### src/rtl/latch_bank_pkg.sv
// -----------------------------------------------------------------------------
// latch_bank_pkg
// Shared definitions for the latch-bank write arbiter:
//   - state_e   : write-sequencer states (IDLE, SETUP, OPEN, HOLD)
//   - *_DEF     : default parameter values used by latch_bank_arb
// No ports (package).
// -----------------------------------------------------------------------------
package latch_bank_pkg;

    typedef enum logic [1:0] {
        IDLE  = 2'd0,
        SETUP = 2'd1,
        OPEN  = 2'd2,
        HOLD  = 2'd3
    } state_e;

    localparam int NREQ_DEF = 4;   // requesters
    localparam int AW_DEF   = 3;   // latch-bank address width
    localparam int DW_DEF   = 8;   // latch data width

endpackage

### src/rtl/rr_arbiter.sv
// -----------------------------------------------------------------------------
// rr_arbiter
// Combinational round-robin selector. The search starts at last_winner+1 and
// wraps, so the previous winner has the lowest priority.
// Ports:
//   req         in  NREQ  request vector
//   last_winner in  LW    index of the previous winner
//   winner      out NREQ  one-hot selected requester (zero when req == 0)
//   winner_idx  out LW    binary index of the selected requester
// -----------------------------------------------------------------------------
module rr_arbiter #(
    parameter int NREQ = 4,
    parameter int LW   = $clog2(NREQ)
) (
    input  logic [NREQ-1:0] req,
    input  logic [LW-1:0]   last_winner,
    output logic [NREQ-1:0] winner,
    output logic [LW-1:0]   winner_idx
);

    logic [NREQ-1:0] mask_hi;
    logic [NREQ-1:0] upper;
    logic [NREQ-1:0] pick;
    logic            any_req;

    // Requesters strictly above the last winner are searched first; if none of
    // them is requesting, the search wraps to the low end (which includes the
    // last winner itself, giving it the lowest priority).
    genvar gi;
    generate
        for (gi = 0; gi < NREQ; gi++) begin : g_mask
            assign mask_hi[gi] = (LW'(gi) > last_winner);
        end
    endgenerate

    assign upper   = req & mask_hi;
    assign pick    = (|upper) ? upper : req;
    assign any_req = |req;

    // Lowest set bit of pick; descending scan so the last hit is the lowest.
    always_comb begin
        winner_idx = '0;
        for (int i = NREQ - 1; i >= 0; i--) begin
            if (pick[i]) begin
                winner_idx = LW'(i);
            end
        end
    end

    generate
        for (gi = 0; gi < NREQ; gi++) begin : g_onehot
            assign winner[gi] = any_req && (winner_idx == LW'(gi));
        end
    endgenerate

endmodule

### src/rtl/latch_bank_arb.sv
// -----------------------------------------------------------------------------
// latch_bank_arb
// Arbitrates NREQ write requesters onto a bank of 2**AW transparent latches.
// Each write is sequenced IDLE -> SETUP -> OPEN [-> HOLD] -> IDLE so that the
// shared data bus is stable before the single enable opens and after it closes.
//
// Build option: macro LATCH_BANK_ARB_HOLD_EN
//   defined   : HOLD state present, done pulses in HOLD (4 cycles per write)
//   undefined : OPEN returns straight to IDLE, done pulses in OPEN (3 cycles)
//
// Ports:
//   clock      in   1          sole clock, rising edge
//   reset      in   1          synchronous active-high reset
//   req        in   NREQ       level write requests
//   req_addr   in   NREQ*AW    packed target entry per requester
//   req_data   in   NREQ*DW    packed write data per requester
//   gnt        out  NREQ       one-hot grant, high during SETUP
//   done       out  NREQ       one-hot completion pulse
//   busy       out  1          high whenever the sequencer is not IDLE
//   lat_ena_n  out  2**AW      active-low latch enables, at most one low
//   lat_data   out  DW         shared latch data bus
// -----------------------------------------------------------------------------
module latch_bank_arb
    import latch_bank_pkg::*;
#(
    parameter int NREQ = NREQ_DEF,
    parameter int AW   = AW_DEF,
    parameter int DW   = DW_DEF
) (
    input  logic                 clock,
    input  logic                 reset,
    input  logic [NREQ-1:0]      req,
    input  logic [NREQ*AW-1:0]   req_addr,
    input  logic [NREQ*DW-1:0]   req_data,
    output logic [NREQ-1:0]      gnt,
    output logic [NREQ-1:0]      done,
    output logic                 busy,
    output logic [(2**AW)-1:0]   lat_ena_n,
    output logic [DW-1:0]        lat_data
);

    localparam int NENT = 2 ** AW;
    localparam int LW   = $clog2(NREQ);

`ifdef LATCH_BANK_ARB_HOLD_EN
    localparam state_e DONE_ST = HOLD;
`else
    localparam state_e DONE_ST = OPEN;
`endif

    state_e          state_q, state_d;
    logic [LW-1:0]   last_q,  last_d;
    logic [NREQ-1:0] win_q,   win_d;
    logic [AW-1:0]   addr_q,  addr_d;
    logic [DW-1:0]   data_q,  data_d;
    logic [NREQ-1:0] gnt_q,   gnt_d;
    logic [NREQ-1:0] done_q,  done_d;
    logic [NENT-1:0] ena_n_q, ena_n_d;

    logic [NREQ-1:0] arb_winner;
    logic [LW-1:0]   arb_idx;
    logic [AW-1:0]   sel_addr;
    logic [DW-1:0]   sel_data;

    rr_arbiter #(
        .NREQ (NREQ),
        .LW   (LW)
    ) u_rr (
        .req         (req),
        .last_winner (last_q),
        .winner      (arb_winner),
        .winner_idx  (arb_idx)
    );

    // One-hot mux of the winning requester's address and data.
    always_comb begin
        sel_addr = '0;
        sel_data = '0;
        for (int i = 0; i < NREQ; i++) begin
            if (arb_winner[i]) begin
                sel_addr = req_addr[i*AW +: AW];
                sel_data = req_data[i*DW +: DW];
            end
        end
    end

    // State register.
    always_ff @(posedge clock) begin
        if (reset) begin
            state_q <= IDLE;
            last_q  <= LW'(NREQ - 1);
            win_q   <= '0;
            addr_q  <= '0;
            data_q  <= '0;
            gnt_q   <= '0;
            done_q  <= '0;
            ena_n_q <= '1;
        end else begin
            state_q <= state_d;
            last_q  <= last_d;
            win_q   <= win_d;
            addr_q  <= addr_d;
            data_q  <= data_d;
            gnt_q   <= gnt_d;
            done_q  <= done_d;
            ena_n_q <= ena_n_d;
        end
    end

    // Next-state logic; the request is captured only on IDLE -> SETUP so later
    // changes on req/req_addr/req_data cannot disturb a write in flight.
    always_comb begin
        state_d = state_q;
        last_d  = last_q;
        win_d   = win_q;
        addr_d  = addr_q;
        data_d  = data_q;
        case (state_q)
            IDLE: begin
                if (|req) begin
                    state_d = SETUP;
                    last_d  = arb_idx;
                    win_d   = arb_winner;
                    addr_d  = sel_addr;
                    data_d  = sel_data;
                end
            end
            SETUP: state_d = OPEN;
`ifdef LATCH_BANK_ARB_HOLD_EN
            OPEN:  state_d = HOLD;
`else
            OPEN:  state_d = IDLE;
`endif
            HOLD:  state_d = IDLE;
            default: state_d = IDLE;
        endcase
    end

    // Output logic, decoded from the next state so every strobe leaves a flop.
    always_comb begin
        gnt_d   = '0;
        done_d  = '0;
        ena_n_d = '1;
        if (state_d == SETUP) begin
            gnt_d = win_d;
        end
        if (state_d == DONE_ST) begin
            done_d = win_q;
        end
        if (state_d == OPEN) begin
            ena_n_d[addr_q] = 1'b0;
        end
    end

    assign gnt       = gnt_q;
    assign done      = done_q;
    assign lat_ena_n = ena_n_q;
    assign lat_data  = data_q;   // only reloaded on capture, so held in IDLE
    assign busy      = (state_q != IDLE);

endmodule

### config.mk
export PLATFORM = sky130hd
export DESIGN_NAME = latch_bank_arb
export DESIGN_NICKNAME = d
export VERILOG_FILES = /design/src/rtl/latch_bank_pkg.sv /design/src/rtl/rr_arbiter.sv /design/src/rtl/latch_bank_arb.sv
export SDC_FILE = /design/constraint.sdc
export NUM_CORES = 1
export LEC_CHECK = 0
export CAP_MARGIN = 20
export CORE_UTILIZATION = 44
export DETAILED_ROUTE_END_ITERATION = 10
export GPL_TIMING_DRIVEN = 0
export MAX_ROUTING_LAYER = met4
export PLACE_DENSITY = 0.85
export SETUP_SLACK_MARGIN = 0.05
export SYNTH_ARGS = -nofsm -noshare
export SYNTH_HDL_FRONTEND = slang
export SYNTH_SLANG_ARGS = --single-unit
### constraint.sdc
create_clock -name clock -period 2.7 [get_ports clock]
set_clock_uncertainty 0.05 [all_clocks]
set_input_delay 0.675 -clock clock [delete_from_list [all_inputs] [get_ports clock]]
set_output_delay 0.675 -clock clock [all_outputs]
set_load 0.02 [all_outputs]
==> reports/metrics.cfg, run 1 <==
[outcome]
status = finished, final reports clean

[pwr]
power_w = 0.00142
p_per_area_nw_per_um2 = 568
irDropWorstVdd_v = 0.000265
p_leak_nw = 0.954

[synthesis]
synth_edf_count = 0
synth_area_leaders = dfxtp_1, a21oi_1, a22o_1
synthFlopType = dfxtp_1
synth_most_common_cell = dfxtp_1
ys_seq_elements = 35
synth_top_area_share_pct = 43.3
yosysTopAreaCell = dfxtp_1
ys_seq_area_share_pct = 43.3
async_reset_ff_share_pct = 0
synth_cells = 186
netlist-cell-type-count = 34
ys_warn_count = 0
syn_area_um2 = 1620
syn-num-nets = 236
synth.top_cells.by_count = dfxtp_1, a21oi_1, nand3_1
avgSynthCellArea_um2 = 8.69

[die]
initial_core_util_pct = 47.3
fp.dieH_um = 62.6
io_pins = 75
core_area_um2 = 3420
dieWidth_um = 62.6
die_area_um2 = 3920
row_count = 21

[job]
drv_cap = 0

[global_route]
grt_pass1_vias = 1563
grt_max_degree = 13
grt_pass1_wl_um = 7100
grt.overflow.total = 0
grtUsageTotal_pct = 23.7
antenna_found_initial = 0

[worst_setup_path]
rrSetupSlack_ns = 0.85
end_kind = flop
crit_family = buffers and inverters
crit_chain = clkdlybuf4s50_1 -> nor2_1 -> o311ai_1 -> buf_2 -> nand3_1 -> a21oi_1
start_kind = primary input
crit_slowest_cell = clkdlybuf4s50_1
crit_type = in -> reg
cp_data_arrival_time_ns = 2.52
worst_path_largest_cell_delay_ns = 0.61
cp_max_fo = 10
r2r_cells = 6
cp_num_cells = 6
path_buf_inv = 2
cp_data_required_time_ns = 2.92

[clock_network]
cts_tree = done
postCtsSetupRepairBufs = 0
cts_sinks = 35
cts_inserted_buffers = 5
htreeDepth = 2
clock_path_buffers = 2
cts-root-buf = clkbuf_4
cts_resized = 0
holdBufCountCts = 0
clock_latency_ns = 0.35
clk_pin_slew_ns = 0.11

[layout]
drive_above_1_share_pct = 7.84
diodes = 0
finalNonFillerCells = 314
final_cell_area_um2 = 2500
layout.nets = 317
area_growth_pct = 54.4

[routing]
drtIter0Drc = 129
route.detailed.drc = 0
postRouteAntennaNets = 0
drt_pass1_iterations = 4
vias = 1670
routed_wl_um = 4220
vias_per_cell = 5.32
routedWlPerCell_um = 13.4

[timing]
fmax_mhz = 436
layout_min_cycle_time_ns = 2.29
finalHoldViolCount = 0
fin_ws_ns = 0.407
setup_viol = 0
rsz0062_at_grt = no
max-slew-margin-rel_pct = 55.9
final.period_utilization_pct = 84.9
worstMarginPinSlew_ns = 0.651
finalMaxSlewViolations = 0
setup_tns_ns = 0

[placement]
pre_cts_ws_ns = 0.0723
dpl_cell_area_um2 = 2410
io_buffers = 74
dp_cells = 306
place.gp.congestion = 0.798
dpl.hpwl_um = 3060

[hold_path]
hp-class = reg -> reg
whs_path_depth = 2

[path summary, 6_finish.rpt]
path,start,end
worst max-delay path,req[3],addr_q[0]
worst min-delay path,win_q[0],win_q[0]
worst max register to register,last_q[1],lat_data[0]
worst min register to register,win_q[0],win_q[0]
[placed cells by master, fill, tap and decap left out, types with 3 or more instances in the layout]
cell,count
nor2_1,13
nand2_1,5
clkbuf_1,3
nand3_1,15
nor2b_1,4
clkbuf_4,5
a211oi_1,10
a211o_1,3
a21oi_1,24
and2_1,7
a22o_1,11
clkdlybuf4s50_1,74
dfxtp_1,35
buf_2,6
o31ai_1,12
inv_1,12
[stage by stage]
step           hold slack, ns  utilization [%]
6_report                0.413             73.1
2_1_floorplan           0.369                -
3_3_place_gp            0.394             70.7
5_1_grt                 0.446             73.1
4_1_cts                 0.414             73.1
3_5_place_dp            0.398             70.7
[power by group]
group	switching, W	total [W]	internal (W)
Sequential	0.0000383	0.000599	0.000561
Clock	0.000181	0.000375	0.000195
Combinational	0.000223	0.000444	0.000221
Total	0.000442	0.00142	0.000977
[tightest hold or removal path, stage by stage, from the launching register on]
cell and delay (ns):
dfxtp_1 0.32, nand2_1 0.06, a21oi_2 0.04
[cell families after synthesis]
group                  count (synthesis)  share of synthesized area [%]
multiplexers                           2                           1.24
AO/OA/AOI/OAI                         72                           31.3
AND/OR/NAND/NOR                       52                           16.7
buffers and inverters                 25                           7.43
flip-flops                            35                           43.3
[layout make-up]
class,instances,area [um^2]
Buffer,13,75.1
Inverter,12,45.0
Clock buffer,5,37.5
Timing Repair Buffer,74,741
Fill cell,266,920
Sequential cell,35,701
Tap cell,46,57.6
Clock inverter,3,43.8
Multi-Input combinational cell,126,796
[per-layer routing]
layer	wire length [um]	part of all wire [%]	track usage [%]
met1	1830	43	29.4
met2	1990	47	37.9
met3	334	7.9	6.02
met4	62	1.5	6.98
met5	0	0	-
[state kept, by name, indices dropped and copies added, names as in the netlist]
name,cells
lat_data,8
state_q,2
win_q,4
last_q,2
gnt,4
done,4
addr_q,3
lat_ena_n,8
(Power assumes the default switching activity.)
==> run 2: changes to the inputs <==
Settings changed: CORE_UTILIZATION 44 to 37, PLACE_DENSITY 0.85 to 0.76.
Clock period 2.7 ns to 2.1 ns, I/O delays scaled along.
==> reports/metrics.cfg, run 2 (same netlist as run 1, synthesis figures left out) <==
[global_route]
grtUsageTotal_pct = 21.3
grt_max_degree = 12
grt-busiest-layer = met2
grt_pass1_vias = 1513
grt.overflow.total = 0
grt_use_met3_pct = 6.00
grtUsageMet1_pct = 26.2
antenna_found_initial = 0
grt_use_met2_pct = 32.6
grt_pass1_wl_um = 6930

[placement]
io_buffers = 74
dpl.hpwl_um = 3330
dp_cells = 310
place.gp.congestion = 0.751

[timing]
setup_viol = 0
max-slew-margin-rel_pct = 64.9
finalMaxSlewViolations = 0
timing.hold.ws_ns = 0.410
worstMarginPinSlew_ns = 0.527
rsz0062_at_grt = no
layout_min_cycle_time_ns = 1.98
fmax_mhz = 504
finalHoldViolCount = 0
setup_tns_ns = 0
final.period_utilization_pct = 94.5

[worst_setup_path]
timing.rr.start = state_q[1]
endpoint = busy
cp_data_arrival_time_ns = 1.41
cp_max_fo = 2
rr_endpoint = addr_q[0]
crit_start = state_q[1]
start_kind = flop
rrSetupSlack_ns = 0.35
crit_type = reg -> out
end_kind = output port
cp_data_required_time_ns = 1.52
r2r_cells = 7

[pwr]
p_per_area_nw_per_um2 = 777
p_leak_nw = 0.984
power_w = 0.00198
irDropWorstVdd_v = 0.000325

[routing]
vias = 1686
drt_pass1_iterations = 4
routed_wl_um = 4570
drtIter0Drc = 85
routedWlPerCell_um = 14.4
postRouteAntennaNets = 0
route.detailed.drc = 0
vias_per_cell = 5.30

[clock_network]
clock_latency_ns = 0.29
cts_inserted_buffers = 5
htreeDepth = 2
cts_resized = 8
cts_tree = done
cts-root-buf = clkbuf_8
postCtsSetupRepairBufs = 0
clk_pin_slew_ns = 0.07
cts_sinks = 35
holdBufCountCts = 0
clock_path_buffers = 2

[die]
dieWidth_um = 68.1
die_area_um2 = 4640
core_area_um2 = 4090
fp.dieH_um = 68.1
row_count = 23
initial_core_util_pct = 39.6
io_pins = 75

[layout]
finalNonFillerCells = 318
layout_commonest_cell = clkdlybuf4s50_1
area_growth_pct = 57.4
drive_above_1_share_pct = 8.96
fillers = 392
layout_common_cells = clkdlybuf4s50_1, dfxtp_1, a21oi_1, nand3_1, nor2_1
final_util_pct = 62.3
diodes = 0
layout.nets = 317

[hold_path]
whs_path_depth = 2
hp-class = reg -> reg

[job]
drv_cap = 0

[outcome]
status = finished, final reports clean

## run 2: where the power goes
part | switching, W | internal, W
clock | 0.000249 | 0.000384
sequential | 0.0000471 | 0.000721
combinational | 0.000291 | 0.000286
## run 2: layout make-up
cell class	count	area, um^2	share of cell area (%)
Buffer	13	80.1	3.15
Clock buffer	6	82.6	3.24
Clock inverter	2	35.0	1.38
Inverter	12	45.0	1.77
Multi-Input combinational cell	126	803	31.6
Sequential cell	35	701	27.5
Tap cell	50	62.6	2.46
Timing Repair Buffer	74	736	28.9
## run 2: through the flow
step	worst slack, ns	instance area (um^2)
2_1_floorplan	0.399	1620
3_3_place_gp	-0.403	2420
3_5_place_dp	-0.360	2420
4_1_cts	0.0968	2540
5_1_grt	0.0737	2540
6_report	0.116	2540
## run 2: worst min-delay path by stage
stage,start,slack (ns),to
after floorplan,addr_q[2],0.37,lat_ena_n[4]
after global placement,win_q[0],0.40,done[0]
after detailed placement,addr_q[0],0.40,lat_ena_n[3]
after CTS,win_q[0],0.41,win_q[0]
after global routing,addr_q[0],0.44,lat_ena_n[3]
final,win_q[0],0.41,win_q[0]
## run 2: critical path: stages (launching register included)
cell and delay, ns:
dfxtp_1 0.32, or2_1 0.26, clkdlybuf4s50_1 0.55
## run 2: routing by layer
layer / wire length [um] / up-vias
met1: 1980 / 770
met3: 237 / 6
met2: 2300 / 67
met4: 57 / 0
li1: - / 843
met5: 0 / -
==> run 3: changes to the inputs <==
Settings changed: CTS_CLUSTER_SIZE set to 14.
==> results of run 3 <==
Same layout as run 2: the final DEF is identical, and so are final timing and power.
